<file path="src/rtl/morse_pkg.sv">
// Shared symbol codes, field widths and FSM states for the morse keyer path.
// Pure definitions: no latency, no flow control.
package morse_pkg;
    localparam int TAG_W     = 2;
    localparam int PAYLOAD_W = 18;
    localparam int SYM_W     = 2;
    localparam int SLOTS     = 9;
    localparam int NSYM_W    = $clog2(SLOTS + 1);
    localparam int WDATA_W   = TAG_W + PAYLOAD_W;

    localparam logic [SYM_W-1:0] SYM_EMPTY = 2'b00;
    localparam logic [SYM_W-1:0] SYM_DOT   = 2'b01;
    localparam logic [SYM_W-1:0] SYM_DASH  = 2'b10;
    localparam logic [SYM_W-1:0] SYM_SPACE = 2'b11;

    localparam logic [PAYLOAD_W-1:0] WORD_SPACE_PAYLOAD = {{(PAYLOAD_W-SYM_W){1'b0}}, SYM_SPACE};

    typedef enum logic [1:0] {
        IDLE,
        PRESS,
        GAP,
        WORDWAIT
    } state_e;
endpackage

</file>
<file path="src/rtl/morse_keyer_key_debounce.sv">
// Two-flop synchronizer plus stability counter for the raw straight key.
// Latency: 2 sync cycles + DEBOUNCE cycles per level change; no backpressure.
module key_debounce #(
    parameter int DEBOUNCE = 4
) (
    input  logic i_clk,
    input  logic i_rst_n,
    input  logic i_key,
    output logic o_key_db
);
    localparam int DB_W = $clog2(DEBOUNCE + 1);

    logic            sync1_q;
    logic            sync2_q;
    logic            key_db_q;
    logic            key_db_d;
    logic [DB_W-1:0] db_cnt_q;
    logic [DB_W-1:0] db_cnt_d;

    // Any cycle agreeing with the current level restarts the stability count.
    always_comb begin
        db_cnt_d = '0;
        key_db_d = key_db_q;
        if (sync2_q != key_db_q) begin
            if (db_cnt_q == DB_W'(DEBOUNCE - 1)) begin
                key_db_d = sync2_q;
            end else begin
                db_cnt_d = db_cnt_q + 1'b1;
            end
        end
    end

    always_ff @(posedge i_clk or negedge i_rst_n) begin
        if (!i_rst_n) begin
            sync1_q  <= 1'b0;
            sync2_q  <= 1'b0;
            key_db_q <= 1'b0;
            db_cnt_q <= '0;
        end else begin
            sync1_q  <= i_key;
            sync2_q  <= sync1_q;
            key_db_q <= key_db_d;
            db_cnt_q <= db_cnt_d;
        end
    end

    assign o_key_db = key_db_q;
endmodule

</file>
<file path="src/rtl/morse_keyer.sv">
// Times debounced key presses into dots/dashes, packs letters, publishes them (and word spaces) on a held tagged output.
// Latency: publish is registered, LETTER_GAP/WORD_GAP cycles after FSM sees release; no backpressure, i_buff_warn only flags loss.
module morse_keyer
    import morse_pkg::*;
#(
    parameter int DEBOUNCE   = 4,
    parameter int DOT_MAX    = 1000,
    parameter int LETTER_GAP = 3000,
    parameter int WORD_GAP   = 7000,
    parameter int CNT_W      = 16
) (
    input  logic               i_clk,
    input  logic               i_rst_n,
    input  logic               i_key,
    input  logic               i_buff_warn,
    output logic [WDATA_W-1:0] o_w_data,
    output logic               o_overflow,
    output logic               o_lost
);
    logic                 key_db;
    state_e               state_q,    state_d;
    logic [CNT_W-1:0]     cnt_q,      cnt_d;
    logic [PAYLOAD_W-1:0] code_q,     code_d;
    logic [NSYM_W-1:0]    nsym_q,     nsym_d;
    logic [TAG_W-1:0]     tag_q,      tag_d;
    logic [WDATA_W-1:0]   w_data_q,   w_data_d;
    logic                 overflow_q, overflow_d;
    logic                 lost_q,     lost_d;
    logic                 warn_q;
    logic                 publish;
    logic [PAYLOAD_W-1:0] payload;
    logic [SYM_W-1:0]     sym;
    logic [TAG_W-1:0]     tag_inc;

    key_debounce #(
        .DEBOUNCE (DEBOUNCE)
    ) u_key_debounce (
        .i_clk    (i_clk),
        .i_rst_n  (i_rst_n),
        .i_key    (i_key),
        .o_key_db (key_db)
    );

    assign tag_inc = tag_q + 1'b1;

    always_comb begin
        state_d    = state_q;
        cnt_d      = cnt_q;
        code_d     = code_q;
        nsym_d     = nsym_q;
        overflow_d = overflow_q;
        publish    = 1'b0;
        payload    = code_q;
        sym        = SYM_EMPTY;

        case (state_q)
            IDLE: begin
                if (key_db) begin
                    state_d = PRESS;
                    cnt_d   = '0;
                end
            end
            PRESS: begin
                if (!key_db) begin
                    sym = (cnt_q < CNT_W'(DOT_MAX)) ? SYM_DOT : SYM_DASH;
                    if (nsym_q < NSYM_W'(SLOTS)) begin
                        code_d = {code_q[PAYLOAD_W-SYM_W-1:0], sym};
                        nsym_d = nsym_q + 1'b1;
                    end else begin
                        overflow_d = 1'b1;
                    end
                    state_d = GAP;
                    cnt_d   = '0;
                end else if (cnt_q != {CNT_W{1'b1}}) begin
                    cnt_d = cnt_q + 1'b1;
                end
            end
            GAP: begin
                // A new press on the threshold cycle wins; the letter keeps growing.
                if (key_db) begin
                    state_d = PRESS;
                    cnt_d   = '0;
                end else if (cnt_q == CNT_W'(LETTER_GAP - 1)) begin
                    publish = 1'b1;
                    payload = code_q;
                    code_d  = '0;
                    nsym_d  = '0;
                    state_d = WORDWAIT;
                    cnt_d   = cnt_q + 1'b1;
                end else begin
                    cnt_d = cnt_q + 1'b1;
                end
            end
            WORDWAIT: begin
                if (key_db) begin
                    state_d = PRESS;
                    cnt_d   = '0;
                end else if (cnt_q == CNT_W'(WORD_GAP - 1)) begin
                    publish = 1'b1;
                    payload = WORD_SPACE_PAYLOAD;
                    state_d = IDLE;
                    cnt_d   = '0;
                end else begin
                    cnt_d = cnt_q + 1'b1;
                end
            end
            default: begin
                state_d = IDLE;
                cnt_d   = '0;
            end
        endcase
    end

    always_comb begin
        tag_d    = tag_q;
        w_data_d = w_data_q;
        lost_d   = lost_q;
        if (publish) begin
            tag_d    = tag_inc;
            w_data_d = {tag_inc, payload};
            if (warn_q) begin
                lost_d = 1'b1;
            end
        end
    end

    always_ff @(posedge i_clk or negedge i_rst_n) begin
        if (!i_rst_n) begin
            state_q    <= IDLE;
            cnt_q      <= '0;
            code_q     <= '0;
            nsym_q     <= '0;
            tag_q      <= '0;
            w_data_q   <= '0;
            overflow_q <= 1'b0;
            lost_q     <= 1'b0;
            warn_q     <= 1'b0;
        end else begin
            state_q    <= state_d;
            cnt_q      <= cnt_d;
            code_q     <= code_d;
            nsym_q     <= nsym_d;
            tag_q      <= tag_d;
            w_data_q   <= w_data_d;
            overflow_q <= overflow_d;
            lost_q     <= lost_d;
            warn_q     <= i_buff_warn;
        end
    end

    assign o_w_data   = w_data_q;
    assign o_overflow = overflow_q;
    assign o_lost     = lost_q;
endmodule
</file>
<file path="config.mk">
export PLATFORM = sky130hd
export DESIGN_NAME = morse_keyer
export DESIGN_NICKNAME = d
export VERILOG_FILES = /design/src/rtl/morse_pkg.sv /design/src/rtl/morse_keyer_key_debounce.sv /design/src/rtl/morse_keyer.sv
export SDC_FILE = /design/constraint.sdc
export NUM_CORES = 1
export LEC_CHECK = 0
export CAP_MARGIN = 5
export CELL_PAD_IN_SITES_DETAIL_PLACEMENT = 0
export CELL_PAD_IN_SITES_GLOBAL_PLACEMENT = 2
export CORE_MARGIN = 8
export CORE_UTILIZATION = 39
export CTS_CLUSTER_DIAMETER = 150
export DETAILED_ROUTE_END_ITERATION = 16
export HOLD_SLACK_MARGIN = 0.08
export PLACE_DENSITY = 0.91
export REMOVE_ABC_BUFFERS = 1
export SLEW_MARGIN = 20
export SYNTH_ARGS = -nofsm -noshare
export SYNTH_HDL_FRONTEND = slang
export SYNTH_SLANG_ARGS = --single-unit
</file>
<file path="constraint.sdc">
create_clock -name i_clk -period 4.2 [get_ports i_clk]
set_clock_uncertainty 0.2 [all_clocks]
set_input_delay 0.63 -clock i_clk [delete_from_list [all_inputs] [get_ports i_clk]]
set_output_delay 0.63 -clock i_clk [all_outputs]
set_load 0.005 [all_outputs]
</file>
# Word-level counts from Yosys, hierarchy flattened
# Cells that the tools add are included.
[word_totals]
reg_bits = 71
inputBits = 4
out_inout_bits = 22
word_cells = 80
[classes]
n_addsub = 4
magnitude_cmp = 2
n_eq_ne = 16
muxes = 35
bitwise = 2
reduce_logical = 8
[op_table]
columns = ["op", "n"]
rows = [
  ["$mux W18", 7],
  ["$mux W16", 6],
  ["$pmux W16 S4", 1],
  ["$pmux W18 S2", 1],
  ["$add A16 B1 Y16 const B", 1],
  ["$eq A16 B12 Y1 const B", 1],
  ["$eq A16 B13 Y1 const B", 1],
  ["$lt A16 B10 Y1 const B", 1],
  ["$mux W4", 4],
  ["$ne A16 B16 Y1 const B", 1],
  ["$mux W2", 7],
  ["$ne A2 B2 Y1 const B", 4],
  ["$pmux W2 S4", 1],
  ["$pmux W4 S2", 1],
  ["$mux W3", 2],
  ["$ne A3 B2 Y1 const B", 2],
  ["$reduce_and A2 Y1", 3],
  ["$reduce_and A5 Y1", 1],
  ["$add A4 B1 Y4 const B", 1],
  ["$eq A2 B2 Y1 const B", 2],
  ["$lt A4 B4 Y1 const B", 1],
  ["$mux W1", 4],
  ["$reduce_and A4 Y1", 1],
  ["$add A3 B1 Y3 const B", 1],
  ["11 further kinds", 12],
]

# Logic depth before layout (Yosys ltp)
[logic_depth]
ltp_word = 5
ltp_mapped = 9
depth_no_buf = 7

# Hierarchy
# A second synthesis with hierarchy kept.
[unflattened]
cells_unflattened = 327
hier_area_um2 = 3253.1
[by_module_without_submodules]
columns = ["mod", "n_inst", "cells_each", "area_per_inst_um2", "seq_area_each_um2"]
rows = [
  ["morse_keyer", 1, 314, 3036.7, 1576.5],
  ["key_debounce", 1, 13, 216.5, 150.1],
]

# Worst setup path before layout
# OpenSTA, ideal clock, no wires.
[synth_timing]
path_kind = "register to register"
start = "register cnt_q[10]"
end = "register cnt_q[6]"
setup_time_ns = 0.124
arrival_ns = 2.343
required_time_ns = 3.876
path_slack_ns = 1.534
path_stages_with_launch = 7
n_path_buf = 1
period_less_slack_ns = 2.666
path_cell_list = "dfrtp_1 or4_4 or4_4 a221oi_4 buf_6 nor3_1 a211o_1"
[synth_via]
elab_chain_cells = 4
word_cells_on_any_way = 7
classes_between = "3 x eq/ne; 3 x mux; 1 x reduce/logical"
[synth_rtl]
columns = ["element", "line_no", "text"]
rows = [
  ["start: declaration", "morse_keyer.sv:22", "logic [CNT_W-1:0] cnt_q, cnt_d;"],
  ["start signal: assignment", "morse_keyer.sv:140", "cnt_q <= cnt_d;"],
  ["$eq A16 B13 Y1", "morse_keyer.sv:98", "end else if (cnt_q == CNT_W'(WORD_GAP - 1)) begin"],
  ["$mux W16", "morse_keyer.sv:98", ""],
  ["$mux W16", "morse_keyer.sv:95", "if (key_db) begin"],
  ["$pmux W16 S4", "morse_keyer.sv:56", "case (state_q)"],
]
# Several ways; a longest one is shown, not always the timed one.
# A chain may end at the register's enable or synchronous reset.

# Worst setup path after layout
[layout_timing]
start = "register cnt_q[10]"
end = "register cnt_q[12]"
[layout_via]
elab_chain_cells = 4
word_cells_on_any_way = 11
classes_between = "1 x add/sub; 3 x eq/ne; 6 x mux; 1 x reduce/logical"
[layout_rtl]
columns = ["element", "line_no"]
rows = [
  ["$add A16 B1 Y16 or $eq A16 B13 Y1 (tied branches)", "--"],
  ["$mux W16, on equally long branches", "morse_keyer.sv:98, morse_keyer.sv:74"],
  ["$mux W16, on equally long branches", "morse_keyer.sv:95, morse_keyer.sv:64"],
  ["$pmux W16 S4", "morse_keyer.sv:56"],
]
# Several ways; a longest one is shown, not always the timed one. The select of a mux whose other input is x is not followed.

==> results.json <==
{
  "path_cells": "or4_4 > or4_4 > a221oi_4 > buf_4 > o21ai_0 > a22o_1",
  "cp_max_fo": 10,
  "num_rows": 33,
  "synth-async-reset-ratio_pct": 100,
  "finalCriticalPeriod_ns": 2.97,
  "layout.area.seq_mm2": 0.00173,
  "drc": 0,
  "drv_slew": 0,
  "clock_path_buffers": 2,
  "io_buffers": 25,
  "startpoint_type": "flop",
  "cp-startpoint": "cnt_q[10]",
  "dp_hpwl_um": 4540,
  "cp_common_cell": "or4_4",
  "firstDrtPassIters": 4,
  "routabilityCongestion": 0.750,
  "via_count": 2434,
  "rsz0062_at_grt": "false",
  "synth_area_leaders": "dfrtp_1 (55%), nand2_1 (9.5%), nand3_1 (4.3%), a22o_1 (2.8%), a21oi_1 (2.7%)",
  "slew_headroom_pct": 40.8,
  "numCtsBuffers": 9,
  "cts-root-buf": "clkbuf_8",
  "postCtsSetupRepairBufs": 0,
  "dpl_cell_area_mm2": 0.00351,
  "path_class": "reg -> reg",
  "multi_input_area_mm2": 0.00134,
  "layout-drive-gt1-share_pct": 8.31,
  "synth.avg_cell_area_um2": 9.59,
  "dp_worst_setup_slack_ns": 1.23,
  "clk_pin_slew_worst_paths_ns": 0.08,
  "layout-area-overhead-vs-synth_pct": 18.0,
  "grt_max_degree": 40,
  "period_share_pct": 70.8,
  "overflow": 0,
  "ff2ff_path_depth": 6,
  "synth.largest_area_cell": "dfrtp_1",
  "status": "completed",
  "core_area_mm2": 0.00805,
  "fillers": 812,
  "ys_ff_latch": 69,
  "vias_per_cell": 5.22,
  "cts.sinks": 69,
  "die_area_mm2": 0.0113,
  "setup_tns_ns": 0,
  "die_x_um": 106,
  "required_ns": 4.22,
  "cts_tree": "built",
  "antenna_cells": 0,
  "drt-initial-drc-count": 99,
  "hold_violations": 0,
  "critical_path_arrival_ns": 3.00,
  "ir_drop_mv": 0.245,
  "tightest_slew_ns": 0.888,
  "h-tree-depth": 3,
  "ys_types": 46,
  "yosysTopAreaCellShare_pct": 54.5,
  "die_h_um": 106,
  "drt_wl_total_um": 6730,
  "routedWlPerCell_um": 14.5,
  "worst_slack_ns": 1.23,
  "synth_seq_area_share_pct": 54.5,
  "grt_pass1_wl_um": 11800,
  "yosysWarnings": 0,
  "setup_viol": 0,
  "endpoint_kind": "flop",
  "r2r_start": "cnt_q[10]",
  "rrSetupSlack_ns": 1.23,
  "synth_edf_count": 0,
  "dominantRegCellSynth": "dfrtp_1",
  "cp_slowest_cell": "or4_4",
  "grt_pass1_vias": 2476,
  "timing.fmax_mhz": 336,
  "start_util_pct": 39.3,
  "utilization_pct": 46.4,
  "hold_path_class": "reg -> reg",
  "cellLeakagePower_uw": 0.00171,
  "cts_hold_buf": 0,
  "syn_inst": 330,
  "cts_resized": 0,
  "synth_common_cells": "nand2_1 (80), dfrtp_1 (69), nand3_1 (27), a21oi_1 (17), o21ai_0 (13)",
  "r2r-end": "cnt_q[12]",
  "endpoint": "cnt_q[12]",
  "yosysMostFrequentCell": "nand2_1",
  "grt_usage_pct": 12.9,
  "antenna_left": 0,
  "finish.net_count": 364,
  "ios": 26,
  "critical_path.max_stage_delay_ns": 0.58,
  "final_area_mm2": 0.00373,
  "clkLatencyLatePin_ns": 0.35,
  "pwr_density_cell_mw_per_mm2": 508,
  "syn_area_mm2": 0.00317,
  "drv_cap": 0,
  "antenna_found_initial": 0
}
==> stage by stage <==
| step | hold slack [ns] | instances | power (µW) |
|---|---|---|---|
| 2_1_floorplan | 0.131 | 315 | 1160 |
| 3_3_place_gp | 0.132 | 450 | 1300 |
| 3_5_place_dp | 0.139 | 450 | 1310 |
| 4_1_cts | 0.157 | 466 | 1920 |
| 5_1_grt | 0.160 | 466 | 2030 |
| 6_report | 0.156 | 466 | 1900 |
==> cell type report <==
type	count	share of cell area [%]
clock buffer	9	3.32
clock inverter	7	2.61
inverter	9	0.905
multi-input combinational	237	35.8
sequential	69	46.2
tap	105	3.52
timing repair buffer	30	7.57
==> worst max-delay path: cells and delay by family (launching register included) <==
family	cells	cell delay, ns
buffers and inverters	1	0.25
flip-flops	1	0.41
AO/OA/AOI/OAI	3	0.84
AND/OR/NAND/NOR	2	1.14
==> how the worst min path moves through the flow <==
| stage | startpoint | slack [ns] | depth (start not counted) | to |
|---|---|---|---|---|
| 6_report | u_key_debounce.sync1_q | 0.16 | 0 | u_key_debounce.sync2_q |
| 5_1_grt | u_key_debounce.sync1_q | 0.16 | 0 | u_key_debounce.sync2_q |
| 4_1_cts | u_key_debounce.sync1_q | 0.16 | 0 | u_key_debounce.sync2_q |
| 3_5_place_dp | u_key_debounce.sync1_q | 0.14 | 0 | u_key_debounce.sync2_q |
| 3_3_place_gp | u_key_debounce.sync1_q | 0.13 | 0 | u_key_debounce.sync2_q |
| 2_1_floorplan | i_rst_n | 0.13 | 0 | cnt_q[0] |
==> cells by family after synthesis <==
family / Yosys count / share of synthesized area [%]
flip-flops: 69 / 54.5
XOR/XNOR: 5 / 1.38
adder cells (fa/ha/maj): 4 / 1.58
AND/OR/NAND/NOR: 166 / 25.7
multiplexers: 2 / 0.711
buffers and inverters: 24 / 3.16
AO/OA/AOI/OAI: 60 / 12.9
==> state kept, by name (all words and copies together), names as in the netlist <==
register / cells
cnt_q: 16
code_q: 18
nsym_q: 4
o_lost: 1
o_overflow: 1
o_w_data: 19
state_q: 2
tag_q: 1
u_key_debounce.db_cnt_q: 3
u_key_debounce.o_key_db: 1
u_key_debounce.sync1_q: 1
u_key_debounce.sync2_q: 1
warn_q: 1
==> placed cells by master, fill, tap and decap left out, types with 3 or more instances in the layout <==
cell | netlist | routed
nor3b_1 | 3 | 3
o21ai_1 | 3 | 3
nor4_1 | 5 | 5
clkbuf_8 | 0 | 9
a21o_1 | 3 | 3
dfrtp_1 | 69 | 69
xor2_1 | 3 | 3
nand2_1 | 80 | 80
o21ai_0 | 13 | 13
and3_1 | 3 | 3
nand3b_1 | 4 | 4
clkdlybuf4s50_1 | 0 | 24
a21oi_1 | 17 | 17
ha_1 | 4 | 4
nor2b_1 | 7 | 7
buf_4 | 0 | 5
nand4_1 | 3 | 3
a22o_1 | 10 | 10
nor2_1 | 11 | 11
nand3_1 | 27 | 27
and2_1 | 3 | 3
and4_1 | 3 | 3
nor3_1 | 8 | 8
inv_1 | 9 | 9
==> routing by layer <==
metal,vias to the layer above,share of wire [%],global-route usage (%)
met4,0,1.2,5.73
met3,9,4.2,3.75
met1,1189,47,16.2
met2,40,47,20.2
met5,-,0,0
li1,1196,-,-
==> power breakdown <==
group / switching (µW) / total (µW) / internal (µW)
Sequential: 100 / 853 / 753
Clock: 265 / 601 / 336
Combinational: 276 / 442 / 167
Total: 641 / 1900 / 1260
(Power assumes the default switching activity.)
